===== src/rtl/count_sequencer.sv =====
// Interval-timer controller for an external enable/clear up-counter: one-shot and auto-reload
// intervals with pause, stop, terminal-count tick and a saturating interval counter.
module count_sequencer #(
  parameter int unsigned WIDTH  = 16,
  parameter int unsigned WRAP_W = 8
) (
  input  logic              clock,
  input  logic              clear,
  input  logic              start,
  input  logic              stop,
  input  logic              pause,
  input  logic              mode,
  input  logic [WIDTH-1:0]  period,
  input  logic [WIDTH-1:0]  cnt_q,
  output logic              cnt_enable,
  output logic              cnt_clear_n,
  output logic              busy,
  output logic              tick,
  output logic              done,
  output logic [WRAP_W-1:0] wrap_count
);

  typedef enum logic [4:0] {
    StIdle = 5'b00001,
    StClr  = 5'b00010,
    StRun  = 5'b00100,
    StHold = 5'b01000,
    StDone = 5'b10000
  } state_e;

  state_e             state_q, state_d;
  logic [WIDTH-1:0]   period_q, period_d;
  logic               mode_q, mode_d;
  logic               tick_q, tick_d;
  logic [WRAP_W-1:0]  wrap_q, wrap_d;

  logic accept;
  logic match;

  assign accept = (state_q == StIdle) && start && !stop;
  // Stop outranks a terminal-count match in the same cycle.
  assign match  = (state_q == StRun) && !stop && (cnt_q == period_q);

  // State register
  always_ff @(posedge clock) begin
    if (clear) begin
      state_q  <= StIdle;
      period_q <= '0;
      mode_q   <= 1'b0;
      tick_q   <= 1'b0;
      wrap_q   <= '0;
    end else begin
      state_q  <= state_d;
      period_q <= period_d;
      mode_q   <= mode_d;
      tick_q   <= tick_d;
      wrap_q   <= wrap_d;
    end
  end

  // Next-state logic
  always_comb begin
    state_d = state_q;
    unique case (state_q)
      StIdle: begin
        if (accept) state_d = StClr;
      end
      StClr: begin
        state_d = StRun;
      end
      StRun: begin
        if (stop)       state_d = StIdle;
        else if (match) state_d = mode_q ? StClr : StDone;
        else if (pause) state_d = StHold;
        else            state_d = StRun;
      end
      StHold: begin
        if (stop)        state_d = StIdle;
        else if (!pause) state_d = StRun;
        else             state_d = StHold;
      end
      StDone: begin
        state_d = StIdle;
      end
      default: state_d = StIdle;
    endcase
  end

  // Latched configuration, tick and interval count
  always_comb begin
    period_d = period_q;
    mode_d   = mode_q;
    wrap_d   = wrap_q;
    tick_d   = match;
    if (accept) begin
      period_d = period;
      mode_d   = mode;
      wrap_d   = '0;
    end else if (match && (wrap_q != {WRAP_W{1'b1}})) begin
      wrap_d = wrap_q + 1'b1;
    end
  end

  // Outputs decoded from registered state only
  always_comb begin
    cnt_enable  = (state_q == StRun);
    cnt_clear_n = ~(clear | (state_q == StClr));
    busy        = (state_q != StIdle);
    done        = (state_q == StDone);
    tick        = tick_q;
    wrap_count  = wrap_q;
  end

endmodule


===== config.mk =====
export PLATFORM = sky130hd
export DESIGN_NAME = count_sequencer
export DESIGN_NICKNAME = d
export VERILOG_FILES = /design/src/rtl/count_sequencer.sv
export SDC_FILE = /design/constraint.sdc
export NUM_CORES = 1
export LEC_CHECK = 0
export BUFFER_PORTS_ARGS = -buffer_cell sky130_fd_sc_hd__buf_4
export CAP_MARGIN = 20
export CORE_ASPECT_RATIO = 1.4
export CORE_MARGIN = 2
export CORE_UTILIZATION = 33
export CTS_BUF_LIST = sky130_fd_sc_hd__clkbuf_2
export DETAILED_ROUTE_END_ITERATION = 7
export PLACE_DENSITY = 0.59
export SLEW_MARGIN = 20
export SYNTH_ARGS = -nofsm -noshare
export SYNTH_HDL_FRONTEND = slang
export SYNTH_SLANG_ARGS = --single-unit

===== constraint.sdc =====
create_clock -name clock -period 2.5 [get_ports clock]
set_input_delay 0.25 -clock clock [delete_from_list [all_inputs] [get_ports clock]]
set_output_delay 0.25 -clock clock [all_outputs]
set_load 0.02 [all_outputs]

==> Implementation_results.wiki <==
{| class="wikitable"
! Metric !! Value
|-
| Post-synthesis cell area || 1530 um2
|-
| Internal Power || between 0.7 and 0.8 mW
|-
| Outcome || completed
|-
| Antenna violations before repair || 0
|-
| Worst reg2reg path depth || 5
|-
| Post-Place Cell Area || ~2000 um2
|-
| Startpoint class of the critical path || register
|-
| Switching fraction of total power || 0.310
|-
| Placement Setup Slack || between 0.4 and 0.5 ns
|-
| Path category of the worst min-delay check || input pin to register
|-
| Worst reg2reg setup slack || approximately 0.53 ns
|-
| Period Utilization, post-route || 0.804
|-
| Total negative slack || 0 ns
|-
| Max Clk Rate || around 500 MHz
|-
| Setup Fix Bufs, Post-CTS || 0
|-
| Overall via count from detail_route || approximately 1,400
|-
| Worst hold path cell count || 3
|-
| Average cell area after synthesis || around 9 um2
|-
| Pwr Density || between 500 and 600 nW/um2
|-
| Unrepaired setup endpoints after global routing || no
|-
| Post-layout total power || around 1.1 mW
|-
| Core region area || 4500 um2
|-
| ANT nets after route || 0
|-
| Insertion delay to the later sink of the worst-skew pair || between 0.3 and 0.4 ns
|-
| Syn_nets || around 210
|-
| Number of buffers added on ports || 50
|-
| GRT overflow || 0
|-
| Required @ worst endpoint || ~2.3 ns
|-
| Number of max-slew violations in the final report || 0
|-
| Count of warnings emitted by yosys || 0
|-
| Launch point of the worst path || state_q[2]
|-
| Post-synth cell types || 38
|-
| Total CTS buffers || 5
|-
| Worst R2R Start || period_q[3]
|-
| Count of TritonRoute iterations in the first routing pass || 4
|-
| Die Y-Extent || about 84 um
|-
| Synthesis-to-layout area growth || 32.0%
|-
| Clock sink count || 31
|-
| # resized after CTS || 0
|-
| Net total in the final layout || roughly 260
|-
| DP HPWL || 2.89 mm
|-
| Register bit count reported by yosys || 31
|-
| Count of non-filler cells in the finished layout || between 200 and 300
|-
| IO Pins || slightly above 50
|-
| Proportion of synthesized chip area in sequential cells || 0.407
|-
| Setup WS post-layout || 0.490 ns
|-
| Placer Congestion || 0.876
|-
| Hold worst-path end || period_q[0]
|-
| Net switching component of the power || 0.333 mW
|-
| Initial cell density of the core || 0.339
|-
| Global-route wire length before repair || around 5.9 mm
|-
| Worst EP arrival || around 1.8 ns
|-
| Type of the worst setup path || register to primary output
|-
| Tmin final || 2.01 ns
|-
| Number of standard-cell rows in the floorplan || 29
|-
| DRC violations left || 0
|-
| Fraction of power consumed by combinational cells || 0.257
|-
| CTS tree || yes
|-
| Bufs on Longest Clock Path || 2
|-
| Portion of total power attributed to sequential cells || 0.518
|-
| Iteration-0 DRC Markers || 66
|-
| Worst hold path startpoint || period[0]
|-
| Final setup skew || about 0.013 ns
|-
| Post-Syn Instances || between 150 and 200
|-
| Average routed wire per standard cell || ~13 um
|-
| Maximum level of the CTS H-tree || 2
|-
| Maximum capacitance violations || 0
|-
| Count of final setup violators || 0
|-
| Worst Setup End Kind || primary output
|-
| Buffer type at the clock tree root || sky130_fd_sc_hd__clkbuf_2
|-
| Final Hold Fails || 0
|-
| Antenna cells || 0
|-
| Relative slew slack || 0.672
|-
| Ratio of routed vias to standard cells || approximately 5.0
|-
| Global Route Usage Sum || 0.154
|-
| Fraction of layout cells with a size suffix above 1 || 0.284
|-
| Clock transition at path regs || ~0.15 ns
|-
| Relative contribution of the clock network to total power || 0.225
|-
| Worst-path fanout max || 4
|-
| Transition time at the pin with the least slew margin || ~0.49 ns
|-
| Pin count of the biggest net entering global routing || 22
|-
| Vias in the first global route || roughly 1,300
|-
| Final routed wirelength across all metal layers || ~3.7 mm
|-
| DP Cell Count || between 200 and 300
|-
| Total leakage power || a little under 1 nW
|-
| Cts hold-fix bufs || 0
|-
| Reg-to-reg critical path endpoint || wrap_count[2]
|-
| Design area || 2010 um2
|-
| Die ar. || 5190 um2
|-
| Floorplan die width || ~61 um
|-
| Worst supply voltage drop on vdd || approximately 330 uV
|}
## flip-flops by register name, summed over array words and instances (netlist names)
name and count:
mode_q 1, tick 1, wrap_count 8, period_q 16, state_q 5
## synthesized netlist by cell type
| library cell | count | area, um2 |
|---|---|---|
| sky130_fd_sc_hd__o21a_1 | 1 | 7.51 |
| sky130_fd_sc_hd__and3_1 | 4 | 25.0 |
| sky130_fd_sc_hd__inv_1 | 6 | 22.5 |
| sky130_fd_sc_hd__nor2_1 | 24 | 90.1 |
| sky130_fd_sc_hd__a21oi_1 | 9 | 45.0 |
| sky130_fd_sc_hd__nand2b_1 | 3 | 18.8 |
| sky130_fd_sc_hd__xnor2_1 | 2 | 17.5 |
| sky130_fd_sc_hd__o31ai_1 | 5 | 37.5 |
| sky130_fd_sc_hd__or2_2 | 1 | 6.26 |
| sky130_fd_sc_hd__nor2b_1 | 2 | 12.5 |
| sky130_fd_sc_hd__nor3_1 | 5 | 25.0 |
| sky130_fd_sc_hd__nor3b_1 | 3 | 22.5 |
| sky130_fd_sc_hd__ha_1 | 1 | 12.5 |
| sky130_fd_sc_hd__or3_1 | 2 | 12.5 |
| sky130_fd_sc_hd__nand4_1 | 7 | 43.8 |
| sky130_fd_sc_hd__or4_1 | 4 | 30.0 |
| sky130_fd_sc_hd__xor2_1 | 12 | 105 |
| sky130_fd_sc_hd__nor4_2 | 1 | 12.5 |
| sky130_fd_sc_hd__clkbuf_1 | 2 | 7.51 |
| sky130_fd_sc_hd__buf_2 | 1 | 5.00 |
| sky130_fd_sc_hd__and2_1 | 1 | 6.26 |
| sky130_fd_sc_hd__nand4_2 | 1 | 12.5 |
| sky130_fd_sc_hd__nand2_2 | 1 | 6.26 |
| sky130_fd_sc_hd__and4_2 | 1 | 10.0 |
| sky130_fd_sc_hd__and3b_1 | 1 | 8.76 |
| sky130_fd_sc_hd__a31oi_1 | 1 | 6.26 |
| sky130_fd_sc_hd__mux2i_1 | 18 | 180 |
| sky130_fd_sc_hd__o2111a_1 | 1 | 11.3 |
| sky130_fd_sc_hd__o21ai_0 | 2 | 10.0 |
| sky130_fd_sc_hd__a21o_1 | 1 | 7.51 |
| sky130_fd_sc_hd__nand2_1 | 5 | 18.8 |
| sky130_fd_sc_hd__nand3_1 | 4 | 20.0 |
| sky130_fd_sc_hd__nand4b_1 | 1 | 8.76 |
| sky130_fd_sc_hd__a222oi_1 | 1 | 10.0 |
| sky130_fd_sc_hd__o2bb2ai_1 | 1 | 8.76 |
| sky130_fd_sc_hd__dfxtp_1 | 31 | 621 |
| sky130_fd_sc_hd__nor4_1 | 2 | 12.5 |
| sky130_fd_sc_hd__and4_1 | 1 | 8.76 |
## critical path: stages, from the launching register on
cell	delay [ns]
sky130_fd_sc_hd__dfxtp_1	0.36
sky130_fd_sc_hd__or3_1	0.39
sky130_fd_sc_hd__nor3b_1	0.39
sky130_fd_sc_hd__nor2_1	0.08
sky130_fd_sc_hd__buf_4	0.17
## power groups by stage
stage               Combinational, mW  Clock, mW  Sequential, mW
floorplan                       0.180          0           0.563
global placement                0.278          0           0.566
detailed placement              0.280          0           0.568
CTS                             0.281      0.259           0.557
global route                    0.308      0.278           0.563
finish                          0.276      0.242           0.557
## final cells by class
class	count	area, um2
well taps	62	77.6
fillers	482	2480
clock inverters	1	5.00
clock buffers	7	35.0
repair buffers	51	383
inverters	6	22.5
flip-flops and latches	31	621
multi-input cells	129	871
## cell usage in the layout, fill, tap and decap left out, drive strengths merged, types with 5 or more instances in the layout
| cell type | count |
|---|---|
| buf | 51 |
| dfxtp | 31 |
| nor2 | 24 |
| mux2i | 18 |
| xor2 | 12 |
| a21oi | 9 |
| nand4 | 8 |
| clkbuf | 7 |
| inv | 6 |
| nand2 | 6 |
| nor3 | 5 |
| o31ai | 5 |
## routing by layer
layer	share of wire	GRT usage	routed length (um)	vias up
li1	-	-	-	723
met1	0.41	0.173	1490	669
met5	0	0	0	-
met3	0.063	0.0508	230	10
met4	0.036	0.0832	131	0
met2	0.49	0.247	1810	41
## stage by stage
step            util  hold slack, ns
3_3_place_gp   0.439           0.440
3_5_place_dp   0.439           0.440
4_1_cts        0.448          0.0699
2_1_floorplan      -           0.360
6_report       0.448           0.109
5_1_grt        0.448          0.0831
## cells by family (layout without fill, tap and decap cells)
kind of cell    after synthesis  in the layout  share of synthesized area
fa+ha+maj                     1              1                    0.00820
flops                        31             31                      0.407
compound gates               22             22                     0.0943
mux                          18             18                      0.118
simple gates                 74             74                      0.270
buf+inv                       9             65                     0.0229
xor+xnor                     14             14                     0.0803
## how the worst max path moves through the flow
stage | endpoint | depth (start not counted)
CTS | cnt_clear_n | 4
global route | wrap_count[5] | 5
finish | cnt_clear_n | 4
detailed placement | wrap_count[2] | 6
floorplan | wrap_count[5] | 5
global placement | wrap_count[4] | 6
Note: power is estimated with default switching activity, not from simulation.
